[src/rtl/npc_predict_if.sv]
// ---------------------------------------------------------------------------
// npc_predict_if
//   Bundles the IF/ID-side signals of the next-PC predict/resolve unit.
//   master : the pipeline. It drives the fetch and decode information and
//            receives the prediction, the redirect and the mispredict count.
//   slave  : npc_predict_unit.
//   Signals
//     if_valid, if_pc            fetch slot and its word address
//     pred_npc, pred_taken       BTB prediction for the fetch slot
//     id_*                       instruction in ID: valid, stall, pc and
//                                the pred_npc it was fetched with
//     is_branch, branch_avail,   conditional branch and its outcome and
//     offset                     word offset
//     jmp, instr_index           J/JAL and its target field
//     npc_from_gpr, reg_index    JR/JALR and the GPR byte address
//     npc_from_epc, epc          ERET and the EPC word address
//     go_exc                     exception taken
//     redirect, redirect_pc      fetch flush and the PC to refetch from
//     mispredict_cnt             saturating count of non-exception redirects
// ---------------------------------------------------------------------------
interface npc_predict_if #(
    parameter int CNT_W = 32
);
    logic             if_valid;
    logic [29:0]      if_pc;
    logic [29:0]      pred_npc;
    logic             pred_taken;
    logic             id_valid;
    logic             id_stall;
    logic [29:0]      id_pc;
    logic [29:0]      id_pred_npc;
    logic             is_branch;
    logic             branch_avail;
    logic [15:0]      offset;
    logic             jmp;
    logic [25:0]      instr_index;
    logic             npc_from_gpr;
    logic [31:0]      reg_index;
    logic             npc_from_epc;
    logic [29:0]      epc;
    logic             go_exc;
    logic             redirect;
    logic [29:0]      redirect_pc;
    logic [CNT_W-1:0] mispredict_cnt;

    modport master (
        output if_valid, if_pc, id_valid, id_stall, id_pc, id_pred_npc,
               is_branch, branch_avail, offset, jmp, instr_index,
               npc_from_gpr, reg_index, npc_from_epc, epc, go_exc,
        input  pred_npc, pred_taken, redirect, redirect_pc, mispredict_cnt
    );

    modport slave (
        input  if_valid, if_pc, id_valid, id_stall, id_pc, id_pred_npc,
               is_branch, branch_avail, offset, jmp, instr_index,
               npc_from_gpr, reg_index, npc_from_epc, epc, go_exc,
        output pred_npc, pred_taken, redirect, redirect_pc, mispredict_cnt
    );
endinterface

[src/rtl/npc_predict_unit.sv]
// ---------------------------------------------------------------------------
// npc_predict_unit
//   Next-PC unit at the IF/ID boundary.
//   - IF side: direct-mapped BTB with 2-bit saturating counters predicts the
//     next fetch word address.
//   - ID side: resolves the real next PC with priority
//       exception > ERET > JR > J > taken branch > fall-through
//     and raises a redirect when it differs from what was predicted.
//   - Trains the BTB from resolved control flow and counts mispredicts.
//   Ports
//     clk    rising-edge clock
//     reset  asynchronous, active-high; clears BTB valid bits and the count
//     bus    npc_predict_if.slave (see the interface header)
// ---------------------------------------------------------------------------
module npc_predict_unit #(
    parameter int          ENTRIES     = 16,
    parameter logic [29:0] EXC_HANDLER = 30'h00001060,
    parameter int          CNT_W       = 32
) (
    input  logic          clk,
    input  logic          reset,
    npc_predict_if.slave  bus
);
    localparam int IDX_W = $clog2(ENTRIES);
    localparam int TAG_W = 30 - IDX_W;

    // BTB storage. Only the valid bits carry reset; the payload is
    // meaningless until its valid bit is set.
    logic [ENTRIES-1:0] valid_reg;
    logic [TAG_W-1:0]   tag_mem [ENTRIES];
    logic [29:0]        tgt_mem [ENTRIES];
    logic [1:0]         ctr_mem [ENTRIES];

    logic [CNT_W-1:0]   cnt_reg;

    // ------------------------------------------------------------------
    // Fetch-side lookup
    // ------------------------------------------------------------------
    logic [IDX_W-1:0] if_idx;
    logic [TAG_W-1:0] if_tag;
    logic             if_hit;
    logic             if_taken;

    assign if_idx   = bus.if_pc[IDX_W-1:0];
    assign if_tag   = bus.if_pc[29:IDX_W];
    assign if_hit   = bus.if_valid & valid_reg[if_idx] & (tag_mem[if_idx] == if_tag);
    assign if_taken = if_hit & ctr_mem[if_idx][1];

    assign bus.pred_taken = if_taken;
    assign bus.pred_npc   = if_taken ? tgt_mem[if_idx] : (bus.if_pc + 30'd1);

    // ------------------------------------------------------------------
    // Decode-side resolution
    // ------------------------------------------------------------------
    logic [29:0] seq;
    logic [29:0] br_tgt;
    logic [29:0] j_tgt;
    logic [29:0] jr_tgt;
    logic [29:0] actual;
    logic        redirect;
    logic        unused_reg_lsbs;

    assign seq    = bus.id_pc + 30'd1;
    assign br_tgt = seq + {{14{bus.offset[15]}}, bus.offset};
    assign j_tgt  = {seq[29:26], bus.instr_index};
    assign jr_tgt = bus.reg_index[31:2];
    // JR targets are word aligned; the byte-offset bits carry no information.
    assign unused_reg_lsbs = ^bus.reg_index[1:0];

    always_comb begin
        actual = seq;
        if (bus.go_exc) begin
            actual = EXC_HANDLER;
        end else if (bus.npc_from_epc) begin
            actual = bus.epc;
        end else if (bus.npc_from_gpr) begin
            actual = jr_tgt;
        end else if (bus.jmp) begin
            actual = j_tgt;
        end else if (bus.is_branch && bus.branch_avail) begin
            actual = br_tgt;
        end
    end

    // An exception always flushes, even if ID is empty or stalled.
    assign redirect = bus.go_exc |
                      (bus.id_valid & ~bus.id_stall & (actual != bus.id_pred_npc));

    assign bus.redirect       = redirect;
    assign bus.redirect_pc    = actual;
    assign bus.mispredict_cnt = cnt_reg;

    // ------------------------------------------------------------------
    // Training decision for the instruction leaving ID
    // ------------------------------------------------------------------
    logic [IDX_W-1:0]   id_idx;
    logic [TAG_W-1:0]   id_tag;
    logic               id_hit;
    logic               train_ok;
    logic               wr_en;
    logic [29:0]        wr_tgt;
    logic [1:0]         wr_ctr;
    logic [ENTRIES-1:0] wr_sel;

    assign id_idx   = bus.id_pc[IDX_W-1:0];
    assign id_tag   = bus.id_pc[29:IDX_W];
    assign id_hit   = valid_reg[id_idx] & (tag_mem[id_idx] == id_tag);
    // ERET targets come from EPC and are not worth caching.
    assign train_ok = bus.id_valid & ~bus.id_stall & ~bus.go_exc & ~bus.npc_from_epc;

    always_comb begin
        wr_en  = 1'b0;
        wr_tgt = tgt_mem[id_idx];
        wr_ctr = ctr_mem[id_idx];
        if (train_ok) begin
            if (bus.npc_from_gpr || bus.jmp) begin
                // Unconditional jumps are installed strongly taken.
                wr_en  = 1'b1;
                wr_tgt = bus.npc_from_gpr ? jr_tgt : j_tgt;
                wr_ctr = 2'b11;
            end else if (bus.is_branch) begin
                if (bus.branch_avail) begin
                    wr_en  = 1'b1;
                    wr_tgt = br_tgt;
                    if (!id_hit) begin
                        wr_ctr = 2'b10;
                    end else if (ctr_mem[id_idx] != 2'b11) begin
                        wr_ctr = ctr_mem[id_idx] + 2'd1;
                    end
                end else if (id_hit) begin
                    // Keep the entry and its target; only weaken it.
                    wr_en = 1'b1;
                    if (ctr_mem[id_idx] != 2'b00) begin
                        wr_ctr = ctr_mem[id_idx] - 2'd1;
                    end
                end
            end
        end
    end

    // One-hot write select per BTB entry.
    generate
        for (genvar gi = 0; gi < ENTRIES; gi++) begin : g_wr_sel
            assign wr_sel[gi] = wr_en & (id_idx == IDX_W'(gi));
        end
    endgenerate

    // ------------------------------------------------------------------
    // State
    // ------------------------------------------------------------------
    always_ff @(posedge clk or posedge reset) begin
        if (reset) begin
            valid_reg <= '0;
        end else begin
            valid_reg <= valid_reg | wr_sel;
        end
    end

    // Payload writes are suppressed while reset is held so nothing pending
    // survives into the cleared table.
    always_ff @(posedge clk) begin
        if (wr_en && !reset) begin
            tag_mem[id_idx] <= id_tag;
            tgt_mem[id_idx] <= wr_tgt;
            ctr_mem[id_idx] <= wr_ctr;
        end
    end

    always_ff @(posedge clk or posedge reset) begin
        if (reset) begin
            cnt_reg <= '0;
        end else if (redirect && !bus.go_exc && !(&cnt_reg)) begin
            cnt_reg <= cnt_reg + 1'b1;
        end
    end

endmodule

[src/flat_wrapper.sv]
// flat-port wrapper written by rule: the top's interface ports become plain ports
module npc_predict_unit_flat 
#(
    parameter int          ENTRIES     = 16,
    parameter logic [29:0] EXC_HANDLER = 30'h00001060,
    parameter int          CNT_W       = 32
)
  (clk, reset, bus_if_valid, bus_if_pc, bus_id_valid, bus_id_stall, bus_id_pc, bus_id_pred_npc, bus_is_branch, bus_branch_avail, bus_offset, bus_jmp, bus_instr_index, bus_npc_from_gpr, bus_reg_index, bus_npc_from_epc, bus_epc, bus_go_exc, bus_pred_npc, bus_pred_taken, bus_redirect, bus_redirect_pc, bus_mispredict_cnt);
  npc_predict_if #(.CNT_W(CNT_W)) bus_i ();
  input  logic clk;
  input  logic reset;
  input wire logic [$bits(bus_i.if_valid)-1:0] bus_if_valid;
  input wire logic [$bits(bus_i.if_pc)-1:0] bus_if_pc;
  input wire logic [$bits(bus_i.id_valid)-1:0] bus_id_valid;
  input wire logic [$bits(bus_i.id_stall)-1:0] bus_id_stall;
  input wire logic [$bits(bus_i.id_pc)-1:0] bus_id_pc;
  input wire logic [$bits(bus_i.id_pred_npc)-1:0] bus_id_pred_npc;
  input wire logic [$bits(bus_i.is_branch)-1:0] bus_is_branch;
  input wire logic [$bits(bus_i.branch_avail)-1:0] bus_branch_avail;
  input wire logic [$bits(bus_i.offset)-1:0] bus_offset;
  input wire logic [$bits(bus_i.jmp)-1:0] bus_jmp;
  input wire logic [$bits(bus_i.instr_index)-1:0] bus_instr_index;
  input wire logic [$bits(bus_i.npc_from_gpr)-1:0] bus_npc_from_gpr;
  input wire logic [$bits(bus_i.reg_index)-1:0] bus_reg_index;
  input wire logic [$bits(bus_i.npc_from_epc)-1:0] bus_npc_from_epc;
  input wire logic [$bits(bus_i.epc)-1:0] bus_epc;
  input wire logic [$bits(bus_i.go_exc)-1:0] bus_go_exc;
  output wire logic [$bits(bus_i.pred_npc)-1:0] bus_pred_npc;
  output wire logic [$bits(bus_i.pred_taken)-1:0] bus_pred_taken;
  output wire logic [$bits(bus_i.redirect)-1:0] bus_redirect;
  output wire logic [$bits(bus_i.redirect_pc)-1:0] bus_redirect_pc;
  output wire logic [$bits(bus_i.mispredict_cnt)-1:0] bus_mispredict_cnt;
  assign bus_i.if_valid = bus_if_valid;
  assign bus_i.if_pc = bus_if_pc;
  assign bus_i.id_valid = bus_id_valid;
  assign bus_i.id_stall = bus_id_stall;
  assign bus_i.id_pc = bus_id_pc;
  assign bus_i.id_pred_npc = bus_id_pred_npc;
  assign bus_i.is_branch = bus_is_branch;
  assign bus_i.branch_avail = bus_branch_avail;
  assign bus_i.offset = bus_offset;
  assign bus_i.jmp = bus_jmp;
  assign bus_i.instr_index = bus_instr_index;
  assign bus_i.npc_from_gpr = bus_npc_from_gpr;
  assign bus_i.reg_index = bus_reg_index;
  assign bus_i.npc_from_epc = bus_npc_from_epc;
  assign bus_i.epc = bus_epc;
  assign bus_i.go_exc = bus_go_exc;
  assign bus_pred_npc = bus_i.pred_npc;
  assign bus_pred_taken = bus_i.pred_taken;
  assign bus_redirect = bus_i.redirect;
  assign bus_redirect_pc = bus_i.redirect_pc;
  assign bus_mispredict_cnt = bus_i.mispredict_cnt;
  npc_predict_unit #(.ENTRIES(ENTRIES), .EXC_HANDLER(EXC_HANDLER), .CNT_W(CNT_W)) u_core (.clk(clk), .reset(reset), .bus(bus_i));
endmodule
[config.mk]
export PLATFORM = sky130hd
export DESIGN_NAME = npc_predict_unit_flat
export DESIGN_NICKNAME = d
export VERILOG_FILES = /design/src/rtl/npc_predict_if.sv /design/src/rtl/npc_predict_unit.sv /design/src/flat_wrapper.sv
export SDC_FILE = /design/constraint.sdc
export NUM_CORES = 2
export LEC_CHECK = 0
export CORE_ASPECT_RATIO = 2
export CORE_MARGIN = 5
export CORE_UTILIZATION = 25
export CTS_CLUSTER_DIAMETER = 120
export DETAILED_ROUTE_END_ITERATION = 16
export PLACE_DENSITY = 0.38
export REMOVE_ABC_BUFFERS = 1
export SLEW_MARGIN = 25
export SYNTH_ARGS = -nofsm -noshare
export SYNTH_HDL_FRONTEND = slang
export SYNTH_SLANG_ARGS = --single-unit
[constraint.sdc]
create_clock -name clk -period 9.96 [get_ports clk]
set_clock_uncertainty 0.2 [all_clocks]
set_input_delay 1.992 -clock clk [delete_from_list [all_inputs] [get_ports clk]]
set_output_delay 1.992 -clock clk [all_outputs]
set_load 0.02 [all_outputs]
Word level (Yosys, flattened, before mapping)
Memory sizes are Yosys's and may differ from the RTL's.
Index checks and enable logic that the tools add are counted.

word-level totals
  bits in registers = 48
  bits in latches = 0
  RAM bits = 928
  memory bits (read-only) = 0
  output and inout port bits = 94
  memories kept = 3

memory list
  memory          words  width  read ports  clocked after memory_dff  write ports  RTL line                text
  u_core.tgt_mem  16     30     1           0                         1            npc_predict_unit.sv:31  logic [29:0] tgt_mem [ENTRIES];
  u_core.tag_mem  16     26     2           0                         1            npc_predict_unit.sv:30  logic [TAG_W-1:0] tag_mem [ENTRIES];
  u_core.ctr_mem  16     2      2           0                         1            npc_predict_unit.sv:32  logic [1:0] ctr_mem [ENTRIES];

cells by class
  add/sub/neg operators = 6
  multipliers = 0
  div/mod/pow operators = 0
  magnitude comparators = 2
  equal/unequal tests = 22
  shift operators = 0
  muxes and demuxes = 30
  bitwise operators = 29
  reduce and logical (&&, ||, !) cells = 12

operator list
  kind                     number
  $mux W30                 11
  $add A30 B1 Y30 const B  2
  $eq A26 B26 Y1           2
  $add A32 B1 Y32 const B  1
  $eq A4 B4 Y1 const B     8
  $reduce_and A32 Y1       1
  $add A30 B30 Y30         1
  $ne A30 B30 Y1           1
  $and A1 B1 Y1            24
  $eq A4 B3 Y1 const B     4
  $mux W2                  8
  $or A16 B16 Y16          1
  $lt A4 B5 Y1 const B     2
  $mux W1                  9
  $bmux W1 S4              2
  $eq A4 B2 Y1 const B     2
  $eq A4 B1 Y1 const B     1
  $logic_and A1 B1 Y1      4
  $logic_not A4 Y1         1
  $ne A4 B4 Y1 const B     1
  $reduce_and A4 Y1        1
  $logic_not A1 Y1         3
  $ne A3 B3 Y1 const B     1
  $not A1 Y1               3
  other kinds (7)          7

Depth between registers and ports, before layout
  depth after elaboration = 12
  depth in mapped cells = 22

Worst setup path after synthesis
No wires, ideal clock.

  path type = input -> output
  start = in bus_id_pc[1]
  end = out bus_redirect
  data arrival time = 6.553 ns
  path slack = 1.215 ns
  stages = 19
  path buffers = 4
  cells stage by stage = clkbuf_1 clkbuf_1 clkbuf_1 inv_1 ha_1 inv_1 fa_1 nand2b_1 a211o_1 a211oi_1 or2_2 mux2i_1 a311oi_1 xnor2_1 o2111ai_1 nor4_2 nand4_2 buf_6 a31o_1

on the way
  longest elaborated chain between the ends = 10

ends and longest elaborated chain
  element                  RTL line                text
  start: declaration       flat_wrapper.sv:16      input wire logic [$bits(bus_i.id_pc)-1:0] bus_id_pc;
  $add A30 B1 Y30 *        npc_predict_unit.sv:63  assign seq = bus.id_pc + 30'd1;
  $add A30 B30 Y30         npc_predict_unit.sv:64  assign br_tgt = seq + {{14{bus.offset[15]}}, bus.offset};
  $mux W30 *               npc_predict_unit.sv:80  end else if (bus.is_branch && bus.branch_avail) begin
  $mux W30 *               npc_predict_unit.sv:78  end else if (bus.jmp) begin
  $mux W30 *               npc_predict_unit.sv:76  end else if (bus.npc_from_gpr) begin
  $mux W30 *               npc_predict_unit.sv:74  end else if (bus.npc_from_epc) begin
  $mux W30 *               npc_predict_unit.sv:72  if (bus.go_exc) begin
  net bus_redirect_pc[20]  flat_wrapper.sv:31      output wire logic [$bits(bus_i.redirect_pc)-1:0] bus_redirect_pc;
  $ne A30 B30 Y1 *         npc_predict_unit.sv:87  (bus.id_valid & ~bus.id_stall & (actual != bus.id_pred_npc));
  $and A1 B1 Y1 *          npc_predict_unit.sv:87
  $or A1 B1 Y1 *           npc_predict_unit.sv:86  assign redirect = bus.go_exc |
  end: declaration         flat_wrapper.sv:30      output wire logic [$bits(bus_i.redirect)-1:0] bus_redirect;

Mark *: on every way through the listed nets, which the timed path passes. The rest lies on a longest branch.

Worst setup path in the final report
  start = in bus_id_pc[19]
  end = out bus_redirect

on the way
  longest elaborated chain between the ends = 10

ends and longest elaborated chain
  element            RTL line
  $add A30 B1 Y30 *  npc_predict_unit.sv:63
  $add A30 B30 Y30   npc_predict_unit.sv:64
  $mux W30           npc_predict_unit.sv:80
  $mux W30 *         npc_predict_unit.sv:78
  $mux W30 *         npc_predict_unit.sv:76
  $mux W30 *         npc_predict_unit.sv:74
  $mux W30 *         npc_predict_unit.sv:72
  $ne A30 B30 Y1 *   npc_predict_unit.sv:87
  $and A1 B1 Y1 *    npc_predict_unit.sv:87
  $or A1 B1 Y1 *     npc_predict_unit.sv:86

Every way passes the cells marked *; elsewhere a longest branch is shown, timed or not.

==> reports/qor.txt <==
status - completed
pwr/cell area - 162 nW/um^2
crit path time final - 9.84 ns
setup repair bufs after CTS - 0
warnings from Yosys - 0
GR Util All Layers - 20.1%
die area - 201000 sq um
crit end category - primary output
wire per inst - 34.3 um
clock tree root buffer cell - clkbuf_16
most common library cells after synthesis - edfxtp_1, mux4_2, nand2_1
worst min path class - reg2reg
DRC - 0
CTS Sinks - 976
Mapped Cells - 2952
Non-Filler Instances - 6035
# Max-Cap Violations - 0
synthesized flop and latch total - 976
RSZ-0062 raised after global routing - no
P_leak - 0.0188 uW
Mapped Area - 47900 sq um
area share of the largest cell type after synthesis - 58.2%
clk slew on worst S/H paths - 0.07 ns
register area share after synthesis - 60.7%
layout cells sized above 1 - 26.9%
Port Buffers - 296
mux contribution to synthesized area - 20.5%
Final Wtd Congestion - 0.914
Rows - 227
Layout area overhead - 24.0%
Tcrit/Tclk final - 98.8%
final hold viol count - 0
Post-CTS Hold Buffers - 0
max incr delay on CP - 0.64 ns
worst-skew pair later-pin latency - 0.71 ns
CTS resizes - 2
worst slew pin tran - 1.08 ns
Top reg by flops - u_core.tgt_mem
post-DP HPWL - 152000 um
Core Util, Final - 31.1%
first-pass iteration count of the detailed router - 5
ys flop type - edfxtp_1
Die Y - 629 um
Vias - 30700
Worst path slowest cell - or4b_4
global-route wire length before repair - 281000 um
CP Launch Type - primary input
CP Buf/Inv Count - 6
ys async rst share - 4.92%
grt ovf - 0
CTS H-tree lvls - 3
CTS buffer count - 94
Rel. slew slack - 27.9%
synth top area cells - edfxtp_1, mux4_2, dfrtp_1, xnor2_1, nand2_1
DRT iter0 DRCs - 2444
CP delay by family, top - simple AND/OR/NAND/NOR gates
area of the core - 191000 sq um
Via density - 5.09
main combinational cell family by area after synthesis - multiplexers
Hold Worst Slack - 0.288 ns
count of cell types in the netlist - 83
crit-path max FO - 9
final count of pins violating max slew - 0
Worst EP arrival - 7.65 ns
XOR/XNOR Fraction of Synth Area - 3.20%
Simple-Gate Fraction of Synth Area - 6.97%
Syn Area/Cell - 16.2 sq um
TritonCTS clock tree - yes
Ports - 299
DIE WIDTH - 319 um
Final Total Pwr - 9640 uW
Post-synth EDFFs - 928
Routed WL - 207000 um
Placed Cells incl. Taps - 5857
final setup fails - 0
Bufs on Longest Clock Path - 3
Starting Density - 25.1%
area post-placement - 56200 sq um
post-synth top area cell - edfxtp_1
largest net degree at the start of global routing - 68
final net count - 3680
fin area - 59300 sq um
Worst Setup Path Type - in2out
Synth Area in Compound Gates - 5.57%
CP cell instances - clkdlybuf4s50_1 -> buf_12 -> nand3_1 -> or4b_4 -> or4_1 -> xnor2_1 -> inv_1 -> ha_1 -> buf_4 -> o21ai_0 -> a32oi_1 -> buf_4 -> nor3_1 -> o21ai_0 -> a32oi_1 -> a2111o_1 -> nor4_2 -> nand4_2 -> a31o_1 -> clkdlybuf4s50_1
largest vdd supply drop - 0.000193 V
Regs by FF count - u_core.tgt_mem: 480 flops, u_core.tag_mem: 416 flops
antenna violations before repair - 9
Detail Route Antenna Nets - 0
Crit path required time - 7.77 ns
number of flip-flops in the largest register - 480
fmax - 102 MHz
vias in the first global route - 33000
Synth Area in Adders - 1.09%
cell with the most instances after synthesis - edfxtp_1
[stage by stage]
stage	setup TNS, ns	setup WS (ns)
floorplan	0	1.14
global route	0	0.0123
CTS	0	0.0209
global placement	-0.0459	-0.0459
finish	0	0.120
detailed placement	-0.0531	-0.0531
[layout make-up]
cell class                      instances  area, sq um
Fill cell                           19000       132000
Sequential cell                       976        29100
Multi-Input combinational cell       1747        18300
Timing Repair Buffer                  561         5540
Tap cell                             2519         3150
Clock buffer                          105         2390
Clock inverter                         68          682
Inverter                               54          203
Antenna cell                            5         12.5
[cells by family (layout without fill, tap and decap cells)]
group,count (synthesis),count (layout)
AOI/OAI and AO/OA,421,421
xor gates and xnor gates,175,175
adders and majority gates,41,41
buffers and inverters,229,788
DFF,976,976
muxes,448,448
other,0,5
and+or+nand+nor,662,662
[worst reg2reg max path: stages (launching register included)]
cell	delay, ns
edfxtp_1	0.40
mux4_2	0.48
mux4_2	0.49
xnor2_1	0.40
nand4_1	0.35
nor4_1	0.53
nand4_1	0.45
a21boi_0	0.40
o21a_1	0.23
nand2_1	0.44
nor2_4	0.27
buf_12	0.28
[final timing paths]
check	slack [ns]	cells after the start	start	endpoint
max in group asynchronous	7.25	3	reset	u_core.bus.mispredict_cnt[16]$_DFFE_PP0P_
min in group asynchronous	1.74	3	reset	u_core.valid_reg[0]$_DFF_PP0_
worst max register to register	4.64	11	u_core.tag_mem[3][1]$_DFFE_PP_	u_core.tag_mem[5][4]$_DFFE_PP_
worst min register to register	0.29	1	u_core.bus.mispredict_cnt[12]$_DFFE_PP0P_	u_core.bus.mispredict_cnt[12]$_DFFE_PP0P_
worst max-delay path	0.12	20	bus_id_pc[19]	bus_redirect
worst min-delay path	0.29	1	u_core.bus.mispredict_cnt[12]$_DFFE_PP0P_	u_core.bus.mispredict_cnt[12]$_DFFE_PP0P_
[cells in the final DEF, fill, tap and decap left out, types with 20 or more instances in the layout]
cell type | netlist | routed
xor2_1 | 60 | 59
o21ai_0 | 118 | 100
nand3_1 | 66 | 64
clkbuf_16 | 0 | 94
edfxtp_1 | 928 | 928
ha_1 | 40 | 40
xnor2_1 | 115 | 113
nand2b_1 | 20 | 20
nor2_1 | 142 | 109
nand2_1 | 199 | 199
inv_1 | 54 | 53
clkinv_2 | 0 | 26
clkinv_1 | 0 | 20
nor3_1 | 36 | 35
mux4_2 | 427 | 427
clkdlybuf4s50_1 | 0 | 276
a21oi_1 | 124 | 121
nor2_4 | 0 | 32
and3_1 | 31 | 31
dfrtp_1 | 48 | 48
o21bai_1 | 20 | 20
buf_4 | 0 | 225
nand4_1 | 55 | 55
buf_12 | 0 | 48
[per-layer routing]
layer | vias up | track usage, % | wire length (um)
met2 | 962 | 38.9 | 114000
met3 | 244 | 2.08 | 7320
li1 | 13000 | - | -
met1 | 16500 | 22.9 | 77700
met4 | 6 | 6.56 | 7740
met5 | - | 0 | 34
[where the power goes]
group	switching [uW]	internal, uW	total, uW
combinational	854	534	1390
sequential	21.3	4560	4580
clock	1710	1970	3670
total	2580	7060	9640
Note: power is estimated with default switching activity, not from simulation.
